<file path="src/rtl/ariane_pkg.sv">
// ariane_pkg -- shared types for the bit-manipulation unit.
//
// Contents:
//   bitmanip_op_e : operation select for the multi-cycle unit
//                   (BEXT = bit extract, BDEP = bit deposit).
package ariane_pkg;

    typedef enum logic {
        BEXT = 1'b0,
        BDEP = 1'b1
    } bitmanip_op_e;

endpackage

</file>
<file path="src/rtl/bitmanip_step.sv">
// bitmanip_step -- combinational kernel that handles one mask slice.
//
// Walks BITS_PER_CYCLE mask bits LSB first. For every set bit it either
// gathers a data bit into the packed position k (BEXT) or scatters data
// bit k into the mask position (BDEP). It then advances k.
//
// Ports:
//   op_i    : BEXT or BDEP
//   a_i     : full data operand (XLEN)
//   slice_i : current BITS_PER_CYCLE-wide mask slice
//   base_i  : bit position of slice_i[0] within the full mask
//   k_i     : number of set mask bits seen so far
//   acc_i   : accumulator before this slice
//   acc_o   : accumulator after this slice
//   k_o     : updated set-bit count
module bitmanip_step
    import ariane_pkg::*;
#(
    parameter int unsigned XLEN           = 64,
    parameter int unsigned BITS_PER_CYCLE = 8,
    localparam int unsigned IW            = $clog2(XLEN),
    localparam int unsigned KW            = IW + 1
) (
    input  bitmanip_op_e              op_i,
    input  logic [XLEN-1:0]           a_i,
    input  logic [BITS_PER_CYCLE-1:0] slice_i,
    input  logic [IW-1:0]             base_i,
    input  logic [KW-1:0]             k_i,
    input  logic [XLEN-1:0]           acc_i,
    output logic [XLEN-1:0]           acc_o,
    output logic [KW-1:0]             k_o
);

    logic [XLEN-1:0] acc;
    logic [KW-1:0]   k;
    logic [IW-1:0]   pos;

    // k stays below XLEN whenever a mask bit is set, because k counts
    // only the set bits that come before the current one. The truncated
    // index is therefore always in range when it is used.
    always_comb begin
        acc = acc_i;
        k   = k_i;
        pos = '0;
        for (int j = 0; j < int'(BITS_PER_CYCLE); j++) begin
            pos = base_i + IW'(j);
            if (slice_i[j]) begin
                if (op_i == BEXT) begin
                    acc[k[IW-1:0]] = a_i[pos];
                end else begin
                    acc[pos] = a_i[k[IW-1:0]];
                end
                k = k + KW'(1);
            end
        end
        acc_o = acc;
        k_o   = k;
    end

endmodule

</file>
<file path="src/rtl/bitmanip_multicycle.sv">
// bitmanip_multicycle -- iterative BEXT/BDEP unit, BITS_PER_CYCLE mask bits
// per clock.
//
// Flow: IDLE (ready_o) -> BUSY (one mask slice per cycle) -> DONE (valid_o,
// the result is held until ready_i). A flush returns the unit to IDLE from
// any state and discards the result.
//
// Ports:
//   clk_i, rst_ni          : clock and asynchronous active-low reset
//   flush_i                : abort the in-flight op (beats valid_i/ready_i)
//   valid_i / ready_o      : request handshake
//   op_i, word_i           : operation, and the 32-bit W variant
//   operand_a_i            : data
//   operand_b_i            : mask
//   trans_id_i             : request tag
//   valid_o / ready_i      : result handshake
//   result_o, trans_id_o   : result and its tag
//
// Configuration macro:
//   BITMANIP_EARLY_EXIT_EN : when defined, BUSY finishes as soon as no set
//                            mask bits remain above the current slice.
//                            Results do not change, only the latency.
module bitmanip_multicycle
    import ariane_pkg::*;
#(
    parameter int unsigned XLEN           = 64,
    parameter int unsigned BITS_PER_CYCLE = 8,
    parameter int unsigned TRANS_ID_W     = 3
) (
    input  logic                  clk_i,
    input  logic                  rst_ni,
    input  logic                  flush_i,
    input  logic                  valid_i,
    output logic                  ready_o,
    input  bitmanip_op_e          op_i,
    input  logic                  word_i,
    input  logic [XLEN-1:0]       operand_a_i,
    input  logic [XLEN-1:0]       operand_b_i,
    input  logic [TRANS_ID_W-1:0] trans_id_i,
    output logic                  valid_o,
    input  logic                  ready_i,
    output logic [XLEN-1:0]       result_o,
    output logic [TRANS_ID_W-1:0] trans_id_o
);

    localparam int unsigned IW = $clog2(XLEN);
    localparam int unsigned KW = IW + 1;

    localparam logic [1:0] S_IDLE = 2'd0;
    localparam logic [1:0] S_BUSY = 2'd1;
    localparam logic [1:0] S_DONE = 2'd2;

    localparam logic [XLEN-1:0] LO32_MASK = XLEN'(64'h0000_0000_FFFF_FFFF);
    localparam logic [IW-1:0]   LAST_D    = IW'(XLEN / BITS_PER_CYCLE - 1);
    localparam logic [IW-1:0]   LAST_W    = IW'(32 / BITS_PER_CYCLE - 1);

    logic [1:0]            state_q,  state_d;
    bitmanip_op_e          op_q,     op_d;
    logic                  word_q,   word_d;
    logic [XLEN-1:0]       a_q,      a_d;
    logic [XLEN-1:0]       mask_q,   mask_d;   // shifted right one slice per cycle
    logic [XLEN-1:0]       acc_q,    acc_d;
    logic [KW-1:0]         k_q,      k_d;
    logic [IW-1:0]         cnt_q,    cnt_d;    // index of the slice being processed
    logic [XLEN-1:0]       result_q, result_d;
    logic [TRANS_ID_W-1:0] tag_q,    tag_d;

    logic [XLEN-1:0] step_acc;
    logic [KW-1:0]   step_k;
    logic [IW-1:0]   base;
    logic [XLEN-1:0] final_res;
    logic            last_slice;

    assign base = IW'(cnt_q * BITS_PER_CYCLE);

    bitmanip_step #(
        .XLEN           (XLEN),
        .BITS_PER_CYCLE (BITS_PER_CYCLE)
    ) u_step (
        .op_i    (op_q),
        .a_i     (a_q),
        .slice_i (mask_q[BITS_PER_CYCLE-1:0]),
        .base_i  (base),
        .k_i     (k_q),
        .acc_i   (acc_q),
        .acc_o   (step_acc),
        .k_o     (step_k)
    );

    // The W variant replicates bit 31 into the upper half of the result.
    always_comb begin
        final_res = step_acc;
        if (word_q) begin
            for (int i = 32; i < int'(XLEN); i++) begin
                final_res[i] = step_acc[31];
            end
        end
    end

`ifdef BITMANIP_EARLY_EXIT_EN
    assign last_slice = (cnt_q == (word_q ? LAST_W : LAST_D)) ||
                        ((mask_q >> BITS_PER_CYCLE) == '0);
`else
    assign last_slice = (cnt_q == (word_q ? LAST_W : LAST_D));
`endif

    always_comb begin
        state_d  = state_q;
        op_d     = op_q;
        word_d   = word_q;
        a_d      = a_q;
        mask_d   = mask_q;
        acc_d    = acc_q;
        k_d      = k_q;
        cnt_d    = cnt_q;
        result_d = result_q;
        tag_d    = tag_q;

        case (state_q)
            S_IDLE: begin
                if (valid_i) begin
                    op_d    = op_i;
                    word_d  = word_i;
                    // Upper operand bits are dropped up front so the W variant
                    // never sees them, which also keeps early exit correct.
                    a_d     = word_i ? (operand_a_i & LO32_MASK) : operand_a_i;
                    mask_d  = word_i ? (operand_b_i & LO32_MASK) : operand_b_i;
                    tag_d   = trans_id_i;
                    acc_d   = '0;
                    k_d     = '0;
                    cnt_d   = '0;
                    state_d = S_BUSY;
                end
            end
            S_BUSY: begin
                acc_d  = step_acc;
                k_d    = step_k;
                mask_d = mask_q >> BITS_PER_CYCLE;
                cnt_d  = cnt_q + IW'(1);
                if (last_slice) begin
                    result_d = final_res;
                    state_d  = S_DONE;
                end
            end
            S_DONE: begin
                if (ready_i) begin
                    state_d = S_IDLE;
                end
            end
            default: state_d = S_IDLE;
        endcase

        // A flush overrides everything above, including a same-cycle accept.
        if (flush_i) begin
            state_d  = S_IDLE;
            result_d = '0;
        end
    end

    always_ff @(posedge clk_i or negedge rst_ni) begin
        if (!rst_ni) begin
            state_q  <= S_IDLE;
            op_q     <= BEXT;
            word_q   <= 1'b0;
            a_q      <= '0;
            mask_q   <= '0;
            acc_q    <= '0;
            k_q      <= '0;
            cnt_q    <= '0;
            result_q <= '0;
            tag_q    <= '0;
        end else begin
            state_q  <= state_d;
            op_q     <= op_d;
            word_q   <= word_d;
            a_q      <= a_d;
            mask_q   <= mask_d;
            acc_q    <= acc_d;
            k_q      <= k_d;
            cnt_q    <= cnt_d;
            result_q <= result_d;
            tag_q    <= tag_d;
        end
    end

    assign ready_o    = (state_q == S_IDLE);
    assign valid_o    = (state_q == S_DONE);
    assign result_o   = result_q;
    assign trans_id_o = tag_q;

endmodule

</file>
<file path="config.mk">
export PLATFORM = sky130hd
export DESIGN_NAME = bitmanip_multicycle
export DESIGN_NICKNAME = d
export VERILOG_FILES = /design/src/rtl/ariane_pkg.sv /design/src/rtl/bitmanip_step.sv /design/src/rtl/bitmanip_multicycle.sv
export SDC_FILE = /design/constraint.sdc
export NUM_CORES = 2
export LEC_CHECK = 0
export ABC_AREA = 1
export CAP_MARGIN = 25
export CORE_AREA = 10 10 275 277
export DETAILED_ROUTE_END_ITERATION = 6
export DIE_AREA = 0 0 285 287
export GPL_TIMING_DRIVEN = 0
export SKIP_LAST_GASP = 1
export SYNTH_ARGS = -nofsm -noshare
export SYNTH_HDL_FRONTEND = slang
export SYNTH_SLANG_ARGS = --single-unit
</file>
<file path="constraint.sdc">
create_clock -name clk_i -period 7.8 [get_ports clk_i]
set_input_delay 1.56 -clock clk_i [delete_from_list [all_inputs] [get_ports clk_i]]
set_output_delay 1.56 -clock clk_i [all_outputs]
set_load 0.01 [all_outputs]
</file>
== Word level (Yosys, flattened, before mapping) ==
Cells that the tools add are included.

* $add $sub $neg: 16
* $lt $le $gt $ge: 32
* Eq/ne operators: 7
* Muxes and demuxes: 124
* Reduce and logical (&&, ||, !) cells: 24

{| class="wikitable"
|+ Operator list
! kind !! count
|-
| $mux W64 || 23
|-
| $bwmux W64 || 16
|-
| $pmux W64 S2 || 2
|-
| $lt A6 B7 Y1 const B || 16
|-
| $ge A6 B1 Y1 const B || 16
|-
| $bmux W1 S6 || 15
|-
| $demux W1 S6 || 15
|-
| $mux W7 || 9
|-
| $add A7 B1 Y7 const B || 8
|-
| $mux W1 || 32
|-
| $mux W32 || 1
|-
| $add A6 B3 Y6 const B || 4
|-
| $logic_and A1 B1 Y1 || 16
|-
| $pmux W7 S2 || 1
|-
| $add A6 B1 Y6 const B || 2
|-
| $add A6 B2 Y6 const B || 2
|-
| $pmux W6 S2 || 1
|-
| $mux W2 || 4
|-
| $eq A6 B3 Y1 || 1
|-
| $mux W6 || 1
|-
| $ne A3 B3 Y1 const B || 2
|-
| $pmux W2 S3 || 1
|-
| $reduce_and A2 Y1 || 3
|-
| $reduce_bool A2 Y1 || 3
|-
| other kinds (9) || 9
|}

* Register bits after elaboration: 276
* Output and inout bits: 69
* Word-level logic and storage cells: 213

== Longest topological paths before layout ==
* Word-level depth: 32
* Gate-level depth with buffers: 44
* Depth with buffers taken out: 40

== Modules after synthesis ==
A second synthesis with hierarchy kept.

* Cells, all modules: 12,075
* Area total of the unflattened synthesis: 56,768.2 um2

{| class="wikitable"
|+ Modules (own cells, without submodules)
! module !! instances !! cells each !! area an instance (um2) !! seq. area each (um2)
|-
| bitmanip_step || 1 || 10,725 || 45,210.9 || 0.0
|-
| bitmanip_multicycle || 1 || 1,350 || 11,557.3 || 6,906.6
|}

== Least setup slack after synthesis ==
No wires, ideal clock.

* Path type: register to register
* Start point: reg k_q[0]
* End point: reg result_q[40] (netlist: result_o[40])
* Setup time: 0.066 ns
* Data arrival time: 6.092 ns
* Required time: 7.734 ns
* Setup slack: 1.642 ns
* Stages on the path, launching flop included: 43
* Buffers on the path: 6
* Period minus slack after synthesis: 6.158 ns
* Cell sequence: dfrtp_1 > buf_2 > nand2_1 > inv_1 > nor2_2 > buf_1 > ha_1 > nand2_1 > nand2_1 > ha_1 > nor2_1 > inv_1 > nand2_1 > inv_1 > ha_1 > nand2_1 > nand2_1 > ha_1 > [... 7 more ...] > ha_1 > nand2_1 > nand2_1 > inv_1 > clkbuf_1 > nand3_1 > nand3_1 > nand3_1 > nand3_1 > nand3_1 > nand2_2 > nand2_1 > nand2_1 > nand3_2 > nand2_4 > buf_8 > nand3_1 > nand2_1

* Word-level cells in the longest chain between the ends: 32

{| class="wikitable"
|+ RTL lines
! element !! RTL line !! RTL
|-
| from (decl) || bitmanip_multicycle.sv:63 || <nowiki>logic [KW-1:0] k_q, k_d;</nowiki>
|-
| from (signal assigned) || bitmanip_multicycle.sv:179 || <nowiki>k_q <= k_d;</nowiki>
|-
| parallel branches: the longest is 27 deep, another holds $add A7 B1 Y7 || n/a ||
|-
| $mux W64 * || bitmanip_step.sv:47 || <nowiki>if (slice_i[j]) begin</nowiki>
|-
| $mux W32 * || bitmanip_multicycle.sv:93 || <nowiki>if (word_q) begin</nowiki>
|-
| $mux W64 * || bitmanip_multicycle.sv:140 || <nowiki>if (last_slice) begin</nowiki>
|-
| $mux W64 * || bitmanip_multicycle.sv:119 || <nowiki>case (state_q)</nowiki>
|-
| $mux W64 * || bitmanip_multicycle.sv:154 || <nowiki>if (flush_i) begin</nowiki>
|-
| to (signal assigned) || bitmanip_multicycle.sv:181 || <nowiki>result_q <= result_d;</nowiki>
|-
| to (decl) || bitmanip_multicycle.sv:65 || <nowiki>logic [XLEN-1:0] result_q, result_d;</nowiki>
|}

Mark *: on every way between the ends. The select of a mux whose other input is x is not followed.
A chain may end at the register's enable or synchronous reset.

== Worst setup path after layout ==
* Start point: reg mask_q[0]
* End point: reg acc_q[46]

* Word-level cells in the longest chain between the ends: 27

{| class="wikitable"
|+ RTL lines
! element !! RTL line !! RTL
|-
| from (decl) || bitmanip_multicycle.sv:61 || <nowiki>logic [XLEN-1:0] mask_q, mask_d;</nowiki>
|-
| from (signal assigned) || bitmanip_multicycle.sv:177 || <nowiki>mask_q <= mask_d;</nowiki>
|-
| parallel branches: the longest is 25 deep, another holds $add A7 B1 Y7 || n/a ||
|-
| $mux W64 * || bitmanip_step.sv:47 ||
|-
| $pmux W64 S2 * || bitmanip_multicycle.sv:119 ||
|-
| to (signal assigned) || bitmanip_multicycle.sv:167 || <nowiki>acc_q <= '0;</nowiki>
|-
| to (signal assigned) || bitmanip_multicycle.sv:178 || <nowiki>acc_q <= acc_d;</nowiki>
|-
| to (decl) || bitmanip_multicycle.sv:62 || <nowiki>logic [XLEN-1:0] acc_q, acc_d;</nowiki>
|}

Marks and branches as above.

==> summary.md <==
| Metric | Value |
|---|---|
| Outcome | `completed` |
| Clock tree from TritonCTS | `yes` |
| Min setup slack post-route | `about 0.2 ns` |
| Post-layout net count | `approximately 5300` |
| Kind of end point of the critical path | `register` |
| Vias in the first global route | `~35000` |
| Predominant post-synthesis flop cell | `dfrtp_1` |
| Most repeated cell in the gate-level netlist after synthesis | `nand2_1` |
| DRC violations left | `0` |
| Number of flops mapped to enable cells by yosys | `0` |
| Worst slack at placement | `-0.598 ns` |
| Total length of routed wires | `between 150000 and 200000 um` |
| Endpoint of the lowest-slack register-to-register path | `acc_q[46]$_DFFE_PN0P_` |
| Buffers plus inverters on the worst setup path | `8` |
| Total grt overflow | `0` |
| Buffer type at the clock tree root | `clkbuf_16` |
| Static leakage power | `about 14 nW` |
| Cts bufs inserted | `31` |
| Startpoint of the most critical hold path | `mask_q[52]$_DFFE_PN0P_` |
| Mapped Avg Cell Area | `~5.7 um2` |
| Die Outline Area | `roughly 0.08 mm2` |
| Clock Skew | `about 0.06 ns` |
| Number of vias in the routed layout | `between 30000 and 40000` |
| Worst setup path category | `reg -> reg` |
| Initial core utilization | `between 30% and 40%` |
| Syn. warnings | `0` |
| Largest stage delay on the critical path | `between 0.6 and 0.7 ns` |
| Post-synth ARST share | `100%` |
| Library cell with the largest summed area after synthesis | `nand2_1` |
| Combined global-route utilization of all metal layers | `44.3%` |
| Routed length per instance | `roughly 31 um` |
| DR iter-0 viols | `6962` |
| Fmax | `approximately 130 MHz` |
| Clock Tree Buf Depth | `3` |
| Synthesized netlist net count | `~5000` |
| Setup violations, final | `0` |
| Vias/cell | `between 6 and 7` |
| Dominant delay contributor by cell family on the critical path | `simple AND/OR/NAND/NOR gates` |
| Worst hold path class | `reg -> reg` |
| Maximum net fanout on the critical path | `12` |
| Width of the chip | `about 290 um` |
| Worst setup slack for register-to-register paths | `0.20 ns` |
| Placed insts | `~6000` |
| Count of endpoints failing hold in the final timing report | `0` |
| Area share of the largest cell type after synthesis | `around a quarter` |
| CTS clk-pin slew, worst paths | `0.07 ns` |
| Sequential cell area fraction in the yosys report | `about a quarter` |
| Flop and latch count out of synthesis | `275` |
| Sort of element at the start of the critical path | `register` |
| FF-to-FF path depth | `36` |
| Number of antenna violations at the first check in global routing | `12` |
| Final estimated routing congestion in global placement | `roughly 1.1` |
| Slew at the pin closest to its max-slew limit | `about 1.2 ns` |
| Cells after synthesis | `between 4000 and 5000` |
| Wire length of the first global-routing pass | `approximately 260000 um` |
| Sum of net half-perimeters after detailed placement | `roughly 150000 um` |
| Ports | `207` |
| Worst slew margin relative to its limit | `a little under a fifth` |
| Crit path max-delay cell type | `clkbuf_1` |
| Row count | `97` |
| Number of max-slew violations in the final report | `0` |
| Placeable core region | `0.0698 mm2` |
| Maximum resistive drop on vdd | `0.274 mV` |
| Antenna-violating nets left | `0` |
| Overall die height | `~290 um` |
| Layout overhead on the synthesized area | `16.9%` |
| First-pass detailed-route iteration total | `7` |
| Post-synthesis instance area | `about 0.028 mm2` |
| Number of clock sinks | `roughly 280` |
| Arrival time reported for the critical path endpoint | `8.09 ns` |
| Worst min-delay path endpoint | `mask_q[44]$_DFFE_PN0P_` |
| Largest net degree at the start of global routing | `~120` |
| CP dominant cell by count | `nand2_1` |
| RSZ-0062 raised after global routing | `no` |
| Quantity of I/O buffers inserted on ports | `approximately 200` |
| Worst Hold Depth | `2` |
| Top post-synthesis cells by count | `nand2_1, nand3_1, o21ai_0, nor2_1, inv_1` |
| Biggest area contributors in the synthesized netlist | `nand2_1, dfrtp_1, nand3_1` |
| Distinct cell type count of the synthesized netlist | `54` |
| Number of violations of the max-capacitance limit | `0` |
| Count of non-filler cells in the finished layout | `~6000` |
| Source-to-sink clock delay at the later pin of the worst-skew pair | `0.66 ns` |
| Ratio of cells with drive above 1 in the final layout | `5.67%` |
| Part of the cycle the worst path needs | `between 90% and 100%` |
| PD cells | `555 mW/mm2` |
| CTS HTree Levels | `1` |
| Minimum period implied by the final worst setup slack | `between 7 and 8 ns` |
| Overall power consumption | `18.0 mW` |
| Critical path data required time | `around 8.3 ns` |
| Worst R2R Start | `mask_q[0]$_DFFE_PN0P_` |
cells in the final DEF (no fill, tap or decap), types with 18 or more instances in the layout:
| master | n |
|---|---|
| a31oi_1 | 19 |
| a22oi_1 | 20 |
| dfrtp_1 | 275 |
| buf_2 | 24 |
| o22ai_1 | 106 |
| nand2_4 | 22 |
| nand2_1 | 1833 |
| nand3_1 | 551 |
| inv_1 | 332 |
| nor2_1 | 407 |
| nand4_1 | 44 |
| o21ai_1 | 20 |
| a21oi_1 | 140 |
| inv_2 | 37 |
| nand3_2 | 23 |
| clkbuf_16 | 31 |
| o21ai_0 | 457 |
| o211ai_1 | 59 |
| clkbuf_1 | 176 |
| clkdlybuf4s50_1 | 205 |
| nand2_2 | 29 |
| nor3_1 | 34 |
| clkinv_1 | 18 |
per-stage QoR:
step / util [%] / cell area, um2 / TNS [ns] / hold WS [ns]
after CTS: 46.4 / 32400 / 0 / 0.480
after detailed placement: 44.8 / 31300 / -30.93 / 0.465
after global routing: 46.5 / 32400 / 0 / 0.494
final: 46.5 / 32500 / 0 / 0.465
after floorplan: - / 27800 / 0 / 0.443
after global placement: 44.4 / 31000 / -1949.08 / 0.463
worst register-to-register path: cells and delay by family, from the launching register on:
| kind | cells | cell delay [ns] |
|---|---|---|
| adder cells (fa/ha/maj) | 6 | 1.78 |
| buffers and inverters | 8 | 1.75 |
| flip-flops | 1 | 0.33 |
| AND/OR/NAND/NOR | 22 | 3.59 |
registers in the layout, summed over array words and instances (netlist names):
register	cells
word_q	1
state_q	2
trans_id_o	3
cnt_q	6
op_q	1
k_q	6
result_o	64
acc_q	64
a_q	64
mask_q	64
cell families after synthesis:
| family | Yosys count | share of synthesized area, % |
|---|---|---|
| compound gates | 932 | 19.3 |
| buf+inv | 627 | 8.96 |
| mux | 1 | 0.0361 |
| simple gates | 3007 | 46.4 |
| flops | 275 | 24.8 |
| xor+xnor | 1 | 0.0316 |
| fa+ha+maj | 9 | 0.406 |
where the power goes:
group | switching (mW) | internal [mW] | total (mW)
Sequential | 0.723 | 1.75 | 2.47
Combinational | 10.7 | 3.19 | 13.9
Clock | 0.696 | 0.891 | 1.59
Total | 12.2 | 5.83 | 18.0
what timing repair did:
item	in CTS	in global routing
gates cloned	0	0
buffers inserted	1	0
resized for setup	5	25
endpoints found under the setup margin	126	125
hold buffers	0	0
pin swaps	1	1
cell type report:
| class | instances | area, um2 |
|---|---|---|
| sequential | 275 | 6880 |
| tap | 940 | 1180 |
| inverter | 389 | 1470 |
| fill | 7530 | 37300 |
| clock inverter | 17 | 199 |
| clock buffer | 40 | 870 |
| buffer | 237 | 1040 |
| antenna | 9 | 22.5 |
| multi-input combinational | 3950 | 18400 |
| timing repair buffer | 226 | 2360 |
how the worst max path moves through the flow:
| stage | from | to | slack [ns] | cells past startpoint |
|---|---|---|---|---|
| after floorplan | k_q[0]$_DFFE_PN0P_ | result_o[40]$_DFFE_PN0P_ | 1.64 | 42 |
| after global placement | rst_ni | acc_q[56]$_DFFE_PN0P_ | -7.04 | 1 |
| after detailed placement | k_q[0]$_DFFE_PN0P_ | result_o[10]$_DFFE_PN0P_ | -0.60 | 37 |
| after CTS | mask_q[0]$_DFFE_PN0P_ | result_o[42]$_DFFE_PN0P_ | 0.02 | 44 |
| after global routing | mask_q[0]$_DFFE_PN0P_ | acc_q[19]$_DFFE_PN0P_ | 0.01 | 37 |
| final | mask_q[0]$_DFFE_PN0P_ | acc_q[46]$_DFFE_PN0P_ | 0.20 | 36 |
layer usage:
layer,share of wire (%),vias up,global-route usage (%)
met1,38,17900,57.1
met3,17,696,19.1
met4,6.7,4,23.8
met2,39,3391,61.6
li1,-,16600,-
met5,0.011,-,0
No activity file was read; power rests on OpenSTA's default activity.
